--- src/rtl/sm4_apb_regif.sv ---
// APB register interface for the SM4 core: register file, key/work sequencing and interrupt.
// Reads insert RD_WAIT wait states; writes complete in the first access cycle.
module sm4_apb_regif #(
  parameter int unsigned RD_WAIT = 1
) (
  input  logic         io_mainClk,
  input  logic         resetCtrl_systemReset_n,
  input  logic [11:0]  io_apb_PADDR,
  input  logic         io_apb_PSEL,
  input  logic         io_apb_PENABLE,
  input  logic         io_apb_PWRITE,
  input  logic [31:0]  io_apb_PWDATA,
  output logic [31:0]  io_apb_PRDATA,
  output logic         io_apb_PREADY,
  output logic         io_apb_PSLVERROR,
  output logic [3:0]   o_sm4_mode,
  output logic [127:0] o_data,
  output logic [127:0] o_key,
  output logic [6:0]   o_rom_addr,
  output logic         o_key_start,
  output logic         o_work_start,
  input  logic         i_key_done,
  input  logic         i_work_done,
  input  logic [127:0] i_result,
  output logic         io_SM4_interrupt
);

  typedef enum logic [1:0] {StIdle, StKeyBusy, StWorkBusy} state_e;

  localparam logic [1:0] RdWait = 2'(RD_WAIT);

  state_e       state_q, state_d;
  logic [127:0] data_q, data_d, key_q, key_d, res_q, res_d;
  logic [3:0]   mode_q, mode_d;
  logic [6:0]   rom_q, rom_d;
  logic         key_valid_q, key_valid_d, irq_q, irq_d;
  logic         key_start_q, key_start_d, work_start_q, work_start_d;
  logic [1:0]   wait_q, wait_d;

  logic [11:0] addr;
  logic        aligned, in_data, in_res, in_key, is_work, is_kinit, is_mode, is_rom, is_stat;
  logic        mapped, access, ready, wr, rd_done, busy, err, wr_ok, wbit, key_go, work_go;
  logic        irq_clr;
  logic [1:0]  data_idx, res_idx, key_idx;
  logic [31:0] rdata;

  assign addr     = io_apb_PADDR;
  assign aligned  = addr[1:0] == 2'b00;
  assign in_data  = aligned && addr >= 12'h104 && addr <= 12'h110;
  assign in_res   = aligned && addr >= 12'h118 && addr <= 12'h124;
  assign in_key   = aligned && addr >= 12'h138 && addr <= 12'h144;
  assign is_work  = addr == 12'h114;
  assign is_kinit = addr == 12'h148;
  assign is_mode  = addr == 12'h14C;
  assign is_rom   = addr == 12'h150;
  assign is_stat  = addr == 12'h154;
  assign mapped   = in_data | in_res | in_key | is_work | is_kinit | is_mode | is_rom | is_stat;

  // Word index within each bank; the bank bases are not 16-byte aligned.
  assign data_idx = addr[3:2] - 2'd1;
  assign res_idx  = addr[3:2] - 2'd2;
  assign key_idx  = addr[3:2] - 2'd2;

  assign busy    = state_q != StIdle;
  assign access  = io_apb_PSEL & io_apb_PENABLE;
  assign ready   = access & (io_apb_PWRITE | (wait_q == RdWait));
  assign wr      = ready & io_apb_PWRITE;
  assign rd_done = ready & ~io_apb_PWRITE;
  assign wbit    = io_apb_PWDATA[0];

  always_comb begin
    err = 1'b0;
    if (!mapped) begin
      err = 1'b1;
    end else if (io_apb_PWRITE) begin
      if (in_res || (busy && !is_stat)) begin
        err = 1'b1;
      end else if (is_kinit && wbit && !(mode_q inside {4'h0, 4'h1, 4'h2})) begin
        err = 1'b1;
      end else if (is_work && wbit && !(key_valid_q && (mode_q == 4'h4 || mode_q == 4'h8))) begin
        err = 1'b1;
      end
    end
  end

  assign wr_ok   = wr & ~err;
  assign key_go  = wr_ok & is_kinit & wbit;
  assign work_go = wr_ok & is_work & wbit;

  always_comb begin
    rdata = '0;
    if (in_data)  rdata = data_q[{data_idx, 5'd0} +: 32];
    if (in_res)   rdata = res_q[{~res_idx, 5'd0} +: 32];
    if (in_key)   rdata = key_q[{key_idx, 5'd0} +: 32];
    if (is_work)  rdata = {30'd0, key_valid_q, busy};
    if (is_mode)  rdata = {28'd0, mode_q};
    if (is_rom)   rdata = {25'd0, rom_q};
    if (is_stat)  rdata = {29'd0, irq_q, key_valid_q, busy};
  end

  always_comb begin
    state_d      = state_q;
    data_d       = data_q;
    key_d        = key_q;
    res_d        = res_q;
    mode_d       = mode_q;
    rom_d        = rom_q;
    key_valid_d  = key_valid_q;
    irq_d        = irq_q;
    key_start_d  = 1'b0;
    work_start_d = 1'b0;
    wait_d       = (access & ~io_apb_PWRITE & ~ready) ? wait_q + 2'd1 : 2'd0;

    if (wr_ok) begin
      if (in_data) data_d[{data_idx, 5'd0} +: 32] = io_apb_PWDATA;
      if (in_key)  key_d[{key_idx, 5'd0} +: 32] = io_apb_PWDATA;
      if (is_mode) mode_d = io_apb_PWDATA[3:0];
      if (is_rom)  rom_d = io_apb_PWDATA[6:0];
    end

    irq_clr = (rd_done & (addr == 12'h124)) | (wr_ok & is_stat & wbit) | work_go;
    if (irq_clr) irq_d = 1'b0;

    // Completion is evaluated after the clears so a same-cycle set wins.
    unique case (state_q)
      StIdle: begin
        if (key_go) begin
          key_start_d = 1'b1;
          key_valid_d = 1'b0;
          state_d     = StKeyBusy;
        end else if (work_go) begin
          work_start_d = 1'b1;
          state_d      = StWorkBusy;
        end
      end
      StKeyBusy: begin
        if (i_key_done) begin
          key_valid_d = 1'b1;
          state_d     = StIdle;
        end
      end
      StWorkBusy: begin
        if (i_work_done) begin
          res_d   = i_result;
          irq_d   = 1'b1;
          state_d = StIdle;
        end
      end
      default: state_d = StIdle;
    endcase
  end

  always_ff @(posedge io_mainClk or negedge resetCtrl_systemReset_n) begin
    if (!resetCtrl_systemReset_n) begin
      state_q      <= StIdle;
      data_q       <= '0;
      key_q        <= '0;
      res_q        <= '0;
      mode_q       <= '0;
      rom_q        <= '0;
      key_valid_q  <= 1'b0;
      irq_q        <= 1'b0;
      key_start_q  <= 1'b0;
      work_start_q <= 1'b0;
      wait_q       <= '0;
    end else begin
      state_q      <= state_d;
      data_q       <= data_d;
      key_q        <= key_d;
      res_q        <= res_d;
      mode_q       <= mode_d;
      rom_q        <= rom_d;
      key_valid_q  <= key_valid_d;
      irq_q        <= irq_d;
      key_start_q  <= key_start_d;
      work_start_q <= work_start_d;
      wait_q       <= wait_d;
    end
  end

  assign io_apb_PREADY    = ready;
  assign io_apb_PRDATA    = rd_done ? rdata : '0;
  assign io_apb_PSLVERROR = ready & err;
  assign o_sm4_mode       = mode_q;
  assign o_data           = data_q;
  assign o_key            = key_q;
  assign o_rom_addr       = rom_q;
  assign o_key_start      = key_start_q;
  assign o_work_start     = work_start_q;
  assign io_SM4_interrupt = irq_q;

endmodule

--- config.mk ---
export PLATFORM = sky130hd
export DESIGN_NAME = sm4_apb_regif
export DESIGN_NICKNAME = d
export VERILOG_FILES = /design/src/rtl/sm4_apb_regif.sv
export SDC_FILE = /design/constraint.sdc
export NUM_CORES = 1
export LEC_CHECK = 0
export BUFFER_PORTS_ARGS = -buffer_cell sky130_fd_sc_hd__buf_4
export CELL_PAD_IN_SITES_DETAIL_PLACEMENT = 0
export CELL_PAD_IN_SITES_GLOBAL_PLACEMENT = 2
export CORE_ASPECT_RATIO = 0.9
export CORE_MARGIN = 2
export CORE_UTILIZATION = 32
export CTS_BUF_LIST = sky130_fd_sc_hd__clkbuf_4 sky130_fd_sc_hd__clkbuf_8
export DETAILED_ROUTE_END_ITERATION = 8
export MAX_ROUTING_LAYER = met4
export PLACE_DENSITY = 0.81
export SYNTH_ARGS = -nofsm -noshare
export SYNTH_HDL_FRONTEND = slang
export SYNTH_SLANG_ARGS = --single-unit
--- constraint.sdc ---
create_clock -name io_mainClk -period 3.5 [get_ports io_mainClk]
set_input_delay 0.35 -clock io_mainClk [delete_from_list [all_inputs] [get_ports io_mainClk]]
set_output_delay 0.35 -clock io_mainClk [all_outputs]
set_load 0.05 [all_outputs]
==> Word-level counts from Yosys, hierarchy flattened <==
Index checks and enable logic that the tools add are counted.
{ "classes": {"add_sub_neg": 5, "order_cmp": 6, "eq_ne": 17, "shift": 7, "muxes": 32, "bitwise": 29, "n_reduce_logical": 30} }
{ "op_table": {"columns": ["operator", "count"], "rows": [
  ["$shiftx A128 B8 Y32", 3],
  ["$bwmux W128", 2],
  ["$mux W32", 8],
  ["$shift A32 B9 Y128 const A", 2],
  ["$shiftx A32 B9 Y128", 2],
  ["$eq A12 B9 Y1 const B", 6],
  ["$ge A12 B9 Y1 const B", 3],
  ["$le A12 B9 Y1 const B", 3],
  ["$neg A7 Y9", 2],
  ["$and A1 B1 Y1", 15],
  ["$mux W1", 15],
  ["$logic_and A1 B1 Y1", 12],
  ["$mux W2", 5],
  ["$or A1 B1 Y1", 10],
  ["$reduce_and A2 Y1", 5],
  ["$ne A2 B2 Y1 const B", 3],
  ["$pmux W2 S3", 1],
  ["$reduce_and A3 Y1", 2],
  ["$eq A2 B1 Y1 const B", 2],
  ["$eq A4 B1 Y1 const B", 1],
  ["$eq A4 B2 Y1 const B", 1],
  ["$eq A4 B3 Y1 const B", 1],
  ["$eq A4 B4 Y1 const B", 1],
  ["$logic_not A2 Y1", 2],
  ["13 further kinds", 19]
]} }
{ "totals": {"register_bits": 403, "inputBits": 179, "output_inout_bits": 304, "word_cells": 137} }

==> Longest topological paths before layout <==
{ "logic_depth": {"word_depth": 20, "mapped_depth": 14, "mapped_depth_nobuf": 8} }

==> Worst setup path before layout <==
OpenSTA, ideal clock, no wires.
{ "synth_path": {"kind": "input to output", "start": "input io_apb_PADDR[3]", "end": "output io_apb_PRDATA[2]", "arrival_time_ps": 4492, "t_required_ps": 3150, "setup_slack_ps": -1342, "stages": 12, "path_cell_list": "buf_1 -> clkbuf_1 -> clkbuf_1 -> inv_1 -> ha_1 -> nand2b_1 -> o21ai_0 -> or3_4 -> clkbuf_1 -> o21ai_0 -> o21ai_1 -> a2111oi_1"} }
{ "synth_between": {"elab_chain_len": 11, "word_cells_on_any_way": 30, "classes_between": "2 x add/sub; 6 x order compare; 4 x eq/ne; 3 x shift; 8 x mux; 1 x bitwise; 6 x reduce/logical"} }
{ "synth_rtl": {"columns": ["element", "line", "text"], "rows": [
  ["from (decl)", "8", "input logic [11:0] io_apb_PADDR,"],
  ["branches (longest 9 deep; another with $sub A2 B1 Y2)", null, null],
  ["$mux W32 *", "98", "if (is_stat) rdata = {29'd0, irq_q, key_valid_q, busy};"],
  ["$mux W32 *", "182", "assign io_apb_PRDATA = rd_done ? rdata : '0;"],
  ["to (decl)", "13", "output logic [31:0] io_apb_PRDATA,"]
]} }
Mark *: on every way between the ends.

==> Final worst setup path <==
{ "layout_path": {"start": "input io_apb_PADDR[2]", "end": "output io_apb_PRDATA[27]"} }
The elaborated chain is that of the path after synthesis.

==> impl_results.md <==
- Nets@finish: 2632
- Worst-margin pin slew: 0.899 ns
- Port Buffers: 482
- XOR/XNOR Fraction of Synth Area: 0.0447%
- Final min period: 3.16 ns
- Syn nets: 1988
- Synth async-reset ratio: 100%
- CTS max path bufs: 3
- Routability cong.: 0.895
- Post-synth EDFFs: 0
- DPL Wire Length: 57.7 mm
- Largest net degree at the start of global routing: 85
- R2r setup slk: 0.90 ns
- Pwr Density: 383 mW/mm^2
- Post-Synth Simple-Gate Area: 14.5%
- Mapped Area: 0.0196 mm^2
- Final antenna-violating net count: 0
- Worst path bufs/invs: 4
- First-pass DRT Iterations: 7
- P&R area growth vs syn: 41.5%
- Avg Cell Area, Syn: 10.9 um^2
- Critical path depth: 11
- TritonCTS Sinks: 403
- Fin util: 45.5%
- Synth Warn #: 0
- Critical path launch point: io_apb_PADDR[2]
- Final worst slack: 0.345 ns
- Compound-gate portion of the synthesized area: 10.9%
- Post-Place Cells: 2995
- CP Max Fanout: 44
- Ratio of cells with drive above 1 in the final layout: 38.4%
- Synthesized instance count: 1801
- Die Y: 239 um
- Ports: 483
- CP required: 3.15 ns
- Fin. max-slew vios: 0
- CP Cell Sequence: clkbuf_8, inv_1, ha_2, nor2b_1, o211ai_1, a211o_2, buf_4, o21ai_0, o21ai_0, a21oi_4, buf_4
- RR Endpoint: o_rom_addr[2]
- Initial antenna violation count: 11
- Layout Skew: 0.0386 ns
- Worst vdd ir: 209 uV
- DRC: 0
- Leakage: 12.7 nW
- Unique masters post-synth: 62
- Placed Area: 0.0244 mm^2
- Final Cycle Share: 90.1%
- Outcome: complete, no violations
- DRT iter0 DRCs: 1452
- R2R depth: 6
- Final WL: 82.6 mm
- Synthesized flop and latch total: 403
- Clock Latency Late Sink: 0.66 ns
- Vias/cell: 5.24
- Synthesized-area fraction occupied by adder cells: 0.511%
- CORE AREA: 0.0609 mm^2
- Final TNS setup: 0 ns
- Initial Util: 32.2%
- CTS tree: done
- Overall routing resource usage: 26.7%
- DR WL/cell: 25.1 um
- Vias in the first global route: 17900
- Grt ovf: 0
- Die ar.: 0.0632 mm^2
- Root Buffer: clkbuf_8
- Largest family of logic cells by synthesized area: multiplexers
- CP endpoint kind: output pin
- Dominant synthesized flop cell: dfrtp_1
- Unrepaired setup endpoints after global routing: no
- CTS Buf Count: 74
- Final cell count without fillers: 3292
- Fin. Hold Viols: 0
- Critical R2R Launch: o_sm4_mode[1]
- Setup WS pre-CTS: 0.348 ns
- Worst setup endpoint: io_apb_PRDATA[27]
- Htree depth: 3
- Critical path class: input pin to output pin
- Mux cell area share after synthesis: 19.0%
- Kind of cell adding the most delay to the critical path: compound AO/OA/AOI/OAI gates
- Max_slew headroom: 40.0%
- Seq/Total Area, Yosys: 51.5%
- Worst path max stage delay: 0.51 ns
- WP data arrival: 2.81 ns
- Worst setup SP type: input pin
- Std cell rows: 86
- Max frequency: 317 MHz
- Max cap viols: 0
- Critical-path top delay cell: a211o_2
- Clock-pin slew on the worst setup and hold paths: 0.07 ns
- Final count of negative-setup-slack endpoints: 0
- Die Span X: 265 um
- Hold/Removal Path Class: input pin to flop
- First-pass GRT wire length: 121 mm
- Post-route cell area: 0.0277 mm^2
- Vias: 17200
[worst reg2reg max path: stages (launching register included)]
cell,delay [ns]
dfrtp_1,0.43
a211o_1,0.32
nand3_1,0.08
a21o_1,0.37
nand3_4,0.25
nor4_4,0.62
mux2_2,0.40
[area by class of cell]
type | instances | area, um^2
timing repair buffer | 704 | 5810
antenna | 3 | 7.51
clock buffer | 112 | 1420
sequential | 403 | 10100
fill | 5682 | 33200
multi-input combinational | 1226 | 9060
clock inverter | 16 | 211
inverter | 36 | 135
tap | 792 | 991
[state kept, by name, indices dropped and copies added, names as in the netlist]
| name | flops |
|---|---|
| io_SM4_interrupt | 1 |
| key_valid_q | 1 |
| o_data | 128 |
| o_key | 128 |
| o_key_start | 1 |
| o_rom_addr | 7 |
| o_sm4_mode | 4 |
| o_work_start | 1 |
| res_q | 128 |
| state_q | 2 |
| wait_q | 2 |
[per-layer routing]
layer | up-vias | part of all wire [%] | global-route usage [%]
li1 | 7651 | - | -
met5 | - | 0 | -
met4 | 0 | 2.5 | 8.20
met1 | 8752 | 43 | 34.9
met3 | 126 | 8.0 | 7.10
met2 | 716 | 46 | 40.6
[Yosys cell counts, types with 25 or more instances]
cell type	number	area share (%)
mux2_2	139	8.0
inv_1	36	0.69
mux4_2	96	11
clkbuf_1	94	1.8
a21oi_1	34	0.87
nand3b_1	34	1.3
o21ai_0	235	6.0
nand2b_1	98	3.1
buf_2	25	0.64
o21ai_1	88	2.2
dfrtp_1	403	51
nand2_1	363	7.0
[how the worst min path moves through the flow]
| stage | start | end | slack (ns) | cells past startpoint |
|---|---|---|---|---|
| 3_3_place_gp | resetCtrl_systemReset_n | o_data[113] | 0.42 | 1 |
| 6_report | i_work_done | state_q[1] | 0.11 | 3 |
| 4_1_cts | i_work_done | state_q[1] | 0.03 | 3 |
| 2_1_floorplan | resetCtrl_systemReset_n | io_SM4_interrupt | 0.05 | 0 |
| 3_5_place_dp | resetCtrl_systemReset_n | o_data[113] | 0.43 | 1 |
| 5_1_grt | i_work_done | state_q[1] | 0.07 | 3 |
[stage by stage]
step | total power [mW] | hold WS [ns]
2_1_floorplan | 5.05 | 0.0544
3_3_place_gp | 5.50 | 0.424
3_5_place_dp | 5.50 | 0.433
4_1_cts | 10.8 | 0.0286
5_1_grt | 11.0 | 0.0737
6_report | 10.6 | 0.110
[layout by cell type (no fill, tap or decap), types with 4 or more instances in the layout]
cell           count
nand3b_1          34
nand2b_1          98
clkbuf_8          94
and3_1             5
nand2_1          363
buf_12             8
nor4_1             5
o21ai_0          232
a21oi_4           11
a32o_1             4
clkinv_2           9
buf_4            528
nand3_1           11
clkbuf_4          19
nand4_1           13
dfrtp_1          403
bufinv_16          5
ha_1               6
a21oi_1            7
or3_1              4
a31oi_1            6
o21ai_1           88
inv_1             36
dlygate4sd3_1    166
mux4_2            96
nor2_1            14
mux2_2           139
a21oi_2           16
nor3_1             8
[report_power, final]
group | switching, mW | leakage [nW] | internal, mW
sequential | 0.00733 | 5.63 | 4.67
combinational | 0.491 | 6.24 | 0.407
clock | 2.10 | 0.867 | 2.96
total | 2.60 | 12.7 | 8.03
[logic make-up after synthesis]
family                     after synthesis
and+or+nand+nor                        584
AOI/OAI and AO/OA                      398
DFF                                    403
xor gates and xnor gates                 1
adders and majority gates                8
muxes                                  235
buffers and inverters                  172
[timing repair]
action,4_1_cts,5_1_grt
resized for setup,0,0
endpoints found under the hold margin,365,0
setup endpoints to repair,0,0
hold buffers,166,0
setup buffers,0,0
Power figures use the tool's default switching activity.
